`config.mk`:
```
export PLATFORM = sky130hd
export DESIGN_NAME = softmax_row_feeder
export DESIGN_NICKNAME = d
export VERILOG_FILES = /design/src/rtl/softmax_row_feeder.sv
export SDC_FILE = /design/constraint.sdc
export NUM_CORES = 1
export LEC_CHECK = 0
export BUFFER_PORTS_ARGS = -buffer_cell sky130_fd_sc_hd__buf_2
export CAP_MARGIN = 20
export CORE_MARGIN = 5
export CORE_UTILIZATION = 63
export CTS_BUF_LIST = sky130_fd_sc_hd__clkbuf_2 sky130_fd_sc_hd__clkbuf_4 sky130_fd_sc_hd__clkbuf_8
export CTS_CLUSTER_SIZE = 24
export DETAILED_ROUTE_END_ITERATION = 10
export PLACE_DENSITY_LB_ADDON = 0.08
export SETUP_SLACK_MARGIN = 0.3
export SLEW_MARGIN = 10
export SYNTH_ARGS = -nofsm -noshare
export SYNTH_HDL_FRONTEND = slang
export SYNTH_SLANG_ARGS = --single-unit
```
`constraint.sdc`:
```
create_clock -name clk -period 17.57 [get_ports clk]
set_input_delay 0.8785 -clock clk [delete_from_list [all_inputs] [get_ports clk]]
set_output_delay 0.8785 -clock clk [all_outputs]
set_load 0.02 [all_outputs]
```
`src/rtl/softmax_row_feeder.sv`:
```
// softmax_row_feeder: FIFO-buffered row feeder that max-normalises each row and
// holds it stable on Xi for SOFTMAX_LAT cycles before strobing res_capture.
module softmax_row_feeder #(
   parameter int ARRAYWIDTH  = 4,
   parameter int DATASIZE    = 32,
   parameter int DEPTH       = 4,
   parameter int SOFTMAX_LAT = 8
) (
   input  logic                           clk,
   input  logic                           rst,
   input  logic                           in_valid,
   output logic                           in_ready,
   input  logic [ARRAYWIDTH*DATASIZE-1:0] in_row,
   output logic                           softmax_en,
   output logic [ARRAYWIDTH*DATASIZE-1:0] Xi,
   output logic                           res_capture,
   output logic                           busy,
   output logic [$clog2(DEPTH):0]         fifo_count
);
   localparam int RW = ARRAYWIDTH * DATASIZE;
   localparam int AW = $clog2(DEPTH);
   localparam int CW = (SOFTMAX_LAT > 1) ? $clog2(SOFTMAX_LAT) : 1;
   localparam logic [CW-1:0] LAST = CW'(SOFTMAX_LAT - 1);

   typedef enum logic [1:0] {IDLE, LOAD, RUN, DONE} state_t;

   state_t            state_q, state_d;
   logic [RW-1:0]     mem_q [DEPTH];
   logic [AW-1:0]     wr_q, rd_q;
   logic [AW:0]       count_q, count_d;
   logic [CW-1:0]     cnt_q, cnt_d;
   logic              ready_q;
   logic [RW-1:0]     xi_q, xi_d;
   logic [RW-1:0]     head;
   logic [DATASIZE-1:0] mx;
   logic [DATASIZE:0] diff;
   logic              push, pop;

   assign push    = in_valid && ready_q;
   assign pop     = state_q == LOAD;
   assign count_d = count_q + {{AW{1'b0}}, push} - {{AW{1'b0}}, pop};

   always_ff @(posedge clk)
      if (push) mem_q[wr_q] <= in_row;

   always_ff @(posedge clk or posedge rst)
      if (rst) begin
         wr_q    <= '0;
         rd_q    <= '0;
         count_q <= '0;
         ready_q <= 1'b1;
         state_q <= IDLE;
         cnt_q   <= '0;
         xi_q    <= '0;
      end else begin
         wr_q    <= wr_q + AW'(push);
         rd_q    <= rd_q + AW'(pop);
         count_q <= count_d;
         ready_q <= count_d != (AW+1)'(DEPTH);
         state_q <= state_d;
         cnt_q   <= cnt_d;
         if (pop) xi_q <= xi_d;
      end

   // Differences are computed one bit wider so the negative overflow is visible.
   always_comb begin
      head = mem_q[rd_q];
      mx   = head[DATASIZE-1:0];
      diff = '0;
      xi_d = '0;
      for (int k = 1; k < ARRAYWIDTH; k++)
         if ($signed(head[k*DATASIZE +: DATASIZE]) > $signed(mx)) mx = head[k*DATASIZE +: DATASIZE];
      for (int k = 0; k < ARRAYWIDTH; k++) begin
         diff = {head[k*DATASIZE+DATASIZE-1], head[k*DATASIZE +: DATASIZE]} - {mx[DATASIZE-1], mx};
         xi_d[k*DATASIZE +: DATASIZE] = (diff[DATASIZE] != diff[DATASIZE-1]) ?
            {1'b1, {(DATASIZE-1){1'b0}}} : diff[DATASIZE-1:0];
      end
   end

   always_comb begin
      state_d = state_q;
      cnt_d   = cnt_q;
      unique case (state_q)
         IDLE: state_d = (count_q != '0) ? LOAD : IDLE;
         LOAD: begin
            state_d = RUN;
            cnt_d   = '0;
         end
         RUN: begin
            state_d = (cnt_q == LAST) ? DONE : RUN;
            cnt_d   = cnt_q + CW'(1);
         end
         DONE: state_d = (count_q != '0) ? LOAD : IDLE;
      endcase
   end

   assign in_ready    = ready_q;
   assign softmax_en  = (state_q == RUN) || (state_q == DONE);
   assign res_capture = state_q == DONE;
   assign busy        = state_q != IDLE;
   assign Xi          = xi_q;
   assign fifo_count  = count_q;
endmodule

```
==> reports/qor.csv <==
stage,metric,value,unit
outcome,outcome,"complete, no violations",
timing,fin_crit,16.21,ns
global_route,grt_pass1_vias,23750,
timing,rsz0062_at_grt,no,
clock_network,cts_hold_buf,0,
clock_network,root_buffer,clkbuf_8,
route,drc,0,
synth,synth-main-ff-cell,edfxtp_1,
synth,synth-edff-count,512,
clock_network,clockBufferDepth,3,
synth,synthArstFlopShare,21.59,%
synth,yosysTopAreaCellShare,45.73,%
synth,ys_seq_area_share,56.23,%
finish,multi_input_area,14020,µm²
finish,seqCellArea,18910,µm²
route,ant_nets,0,
synth,synth.largest_area_cell,edfxtp_1,
critical_path,slowest_stage,nor4_1,
route,dr.pass1.iters,6,
placement,port_buffers,265,
hold_path,hp-class,input port to asynchronous set/reset pin,
synth,yosysWarningCount,0,
floorplan,start_util,63.72,%
timing,maxSlewViolCount,0,
floorplan,die_height,241.0,µm
placement,place_area,35840,µm²
finish,final_cell_area,38070,µm²
route,wl_per_cell,27.36,µm
timing,setup_viol,0,
floorplan,fp-row-count,84,
synth,yosysUniqueCellTypes,95,
global_route,grt_pass1_wl,147300,µm
clock_network,insertion_delay,0.70,ns
route,drt_iter0_drc,2723,
critical_path,endpoint_kind,register,
finish,fillCellCount,3478,
placement,gp_congestion,1.016,
clock_network,cts-htree-levels,3,
synth,synth_seq_cells,653,
critical_path,cpPeakStageDelay,0.68,ns
finish,area_delta_synth_final,13.24,%
critical_path,critPathKind,register to register,
synth,synth_area_leaders,"edfxtp_1 (46%), dfrtp_1 (10%), mux4_2 (8.4%)",
floorplan,io_pins,266,
synth,syn-num-nets,2869,
clock_network,cts_tree,yes,
timing,timing.hold.ws,0.3153,ns
timing,fin_crit_sh,92.26,%
global_route,grt_max_degree,82,
global_route,grt_use_total,33.75,%
timing,relSlewSlack,26.40,%
floorplan,die_x,241.0,µm
route,num_vias,24070,
timing,finClkSkew,0.03734,ns
route,routed_via_density,6.667,
synth,synthCells,2522,
floorplan,dieArea,58080,µm²
synth,synth_commonest_cells,"edfxtp_1 (512), ha_1 (215), a21oi_1 (205)",
critical_path,start_kind,register,
timing,finalHoldViolations,0,
timing,max_freq,61.69,MHz
global_route,gr-total-overflow,0,
synth,syn_area,33620,µm²
timing,max_slew.worst_pin.slew,1.090,ns
synth,syn_area_per_cell,13.33,µm²
clock_network,cts_buffers,98,
finish,nets,3180,
clock_network,post_cts_resized,0,
global_route,antenna_found_initial,9,
critical_path,crit_fanout,56,
floorplan,core,52760,µm²
critical_path,arrival,16.84,ns
clock_network,clk_pin_slew,0.06,ns
critical_path,worst_ep_required_time,18.20,ns
run,drv_cap,0,
placement,hpwl,73300,µm
clock_network,post_cts_buffers,0,
clock_network,clock_sinks,653,
finish,final_layout_size_suffix_gt1_share,22.76,%
timing,finalSetupTns,0,ns
synth,synth.most_common_cell,edfxtp_1,
route,drt-total-wl,98780,µm
[area by class of cell]
class	instances	area share, %
Tap cell	688	2.261
Multi-Input combinational cell	1678	36.83
Antenna cell	5	0.03287
Inverter	96	0.9695
Clock buffer	161	5.130
Timing Repair Buffer	306	4.424
Sequential cell	653	49.68
Clock inverter	23	0.6803
[cell usage in the layout, fill, tap and decap left out, types with 12 or more instances in the layout]
master and count:
inv_1 93, clkbuf_8 119, or3_1 13, nor2b_1 20, xnor2_1 76, a22o_1 97
a31oi_1 25, o21ai_0 71, buf_4 37, ha_1 215, nand4_1 25, nand2b_1 18
xor2_1 46, a21o_1 65, buf_2 265, and3_1 12, edfxtp_1 512, nor2_1 158
clkbuf_4 42, a211oi_1 20, nand2_1 130, a21oi_1 204, nor3_1 34, nand3_1 40
dfrtp_1 138, o21a_1 23, o31ai_1 17, mux4_2 126, o211ai_1 14, o21ai_1 16
[sequential cells by signal (all words and copies together) (netlist names)]
signal,flops
in_ready,1
fifo_count,3
rd_q,2
mem_q,512
state_q,2
Xi,128
cnt_q,3
wr_q,2
[through the flow]
step / setup WS [ns] / instances / utilization (%)
6_report: 1.360 / 3610 / 72.16
5_1_grt: 0.4733 / 3607 / 72.14
4_1_cts: 1.467 / 3605 / 72.12
3_5_place_dp: 1.394 / 3421 / 67.93
3_3_place_gp: 1.762 / 3421 / 67.93
2_1_floorplan: 2.067 / 2522 / -
[path summary, 6_finish.rpt]
kind                       cells past startpoint            end  slack [ns]        start
setup reg to reg                              54         Xi[27]        1.36      rd_q[0]
hold reg to reg                                1       cnt_q[0]        0.49     cnt_q[0]
setup / recovery                              54         Xi[27]        1.36      rd_q[0]
max in group asynchronous                      3        rd_q[0]       15.75          rst
min in group clk                               1  mem_q[2][117]        0.39  in_row[117]
hold / removal                                 2        Xi[120]        0.32          rst
[per-layer routing]
metal  GRT usage, %  wire length [µm]  vias to the layer above
met4          10.86              3043                        8
li1               -                 -                    10520
met2          51.42             44960                     1333
met5              0                60                        -
met3          7.462             10120                      185
met1          49.45             40600                    12020
[critical path: cells and delay by family (launching register included)]
family / cells / cell delay (ns)
and+or+nand+nor: 16 / 4.32
DFF: 1 / 0.61
adders and majority gates: 6 / 1.66
AOI/OAI and AO/OA: 25 / 6.47
muxes: 2 / 1.27
buffers and inverters: 5 / 1.66
[cell families (layout without fill, tap and decap cells)]
kind of cell,count (synthesis),count (layout),share of synthesized area (%)
AO/OA/AOI/OAI,672,672,13.70
other,0,5,0
XOR/XNOR,123,123,3.227
multiplexers,143,143,8.969
adder cells (fa/ha/maj),226,226,8.362
flip-flops,653,653,56.23
AND/OR/NAND/NOR,514,514,7.280
buffers and inverters,191,586,2.237
Power is not shown: default switching activity piles up to over one toggle a cycle in this logic, so the estimate is an artifact.
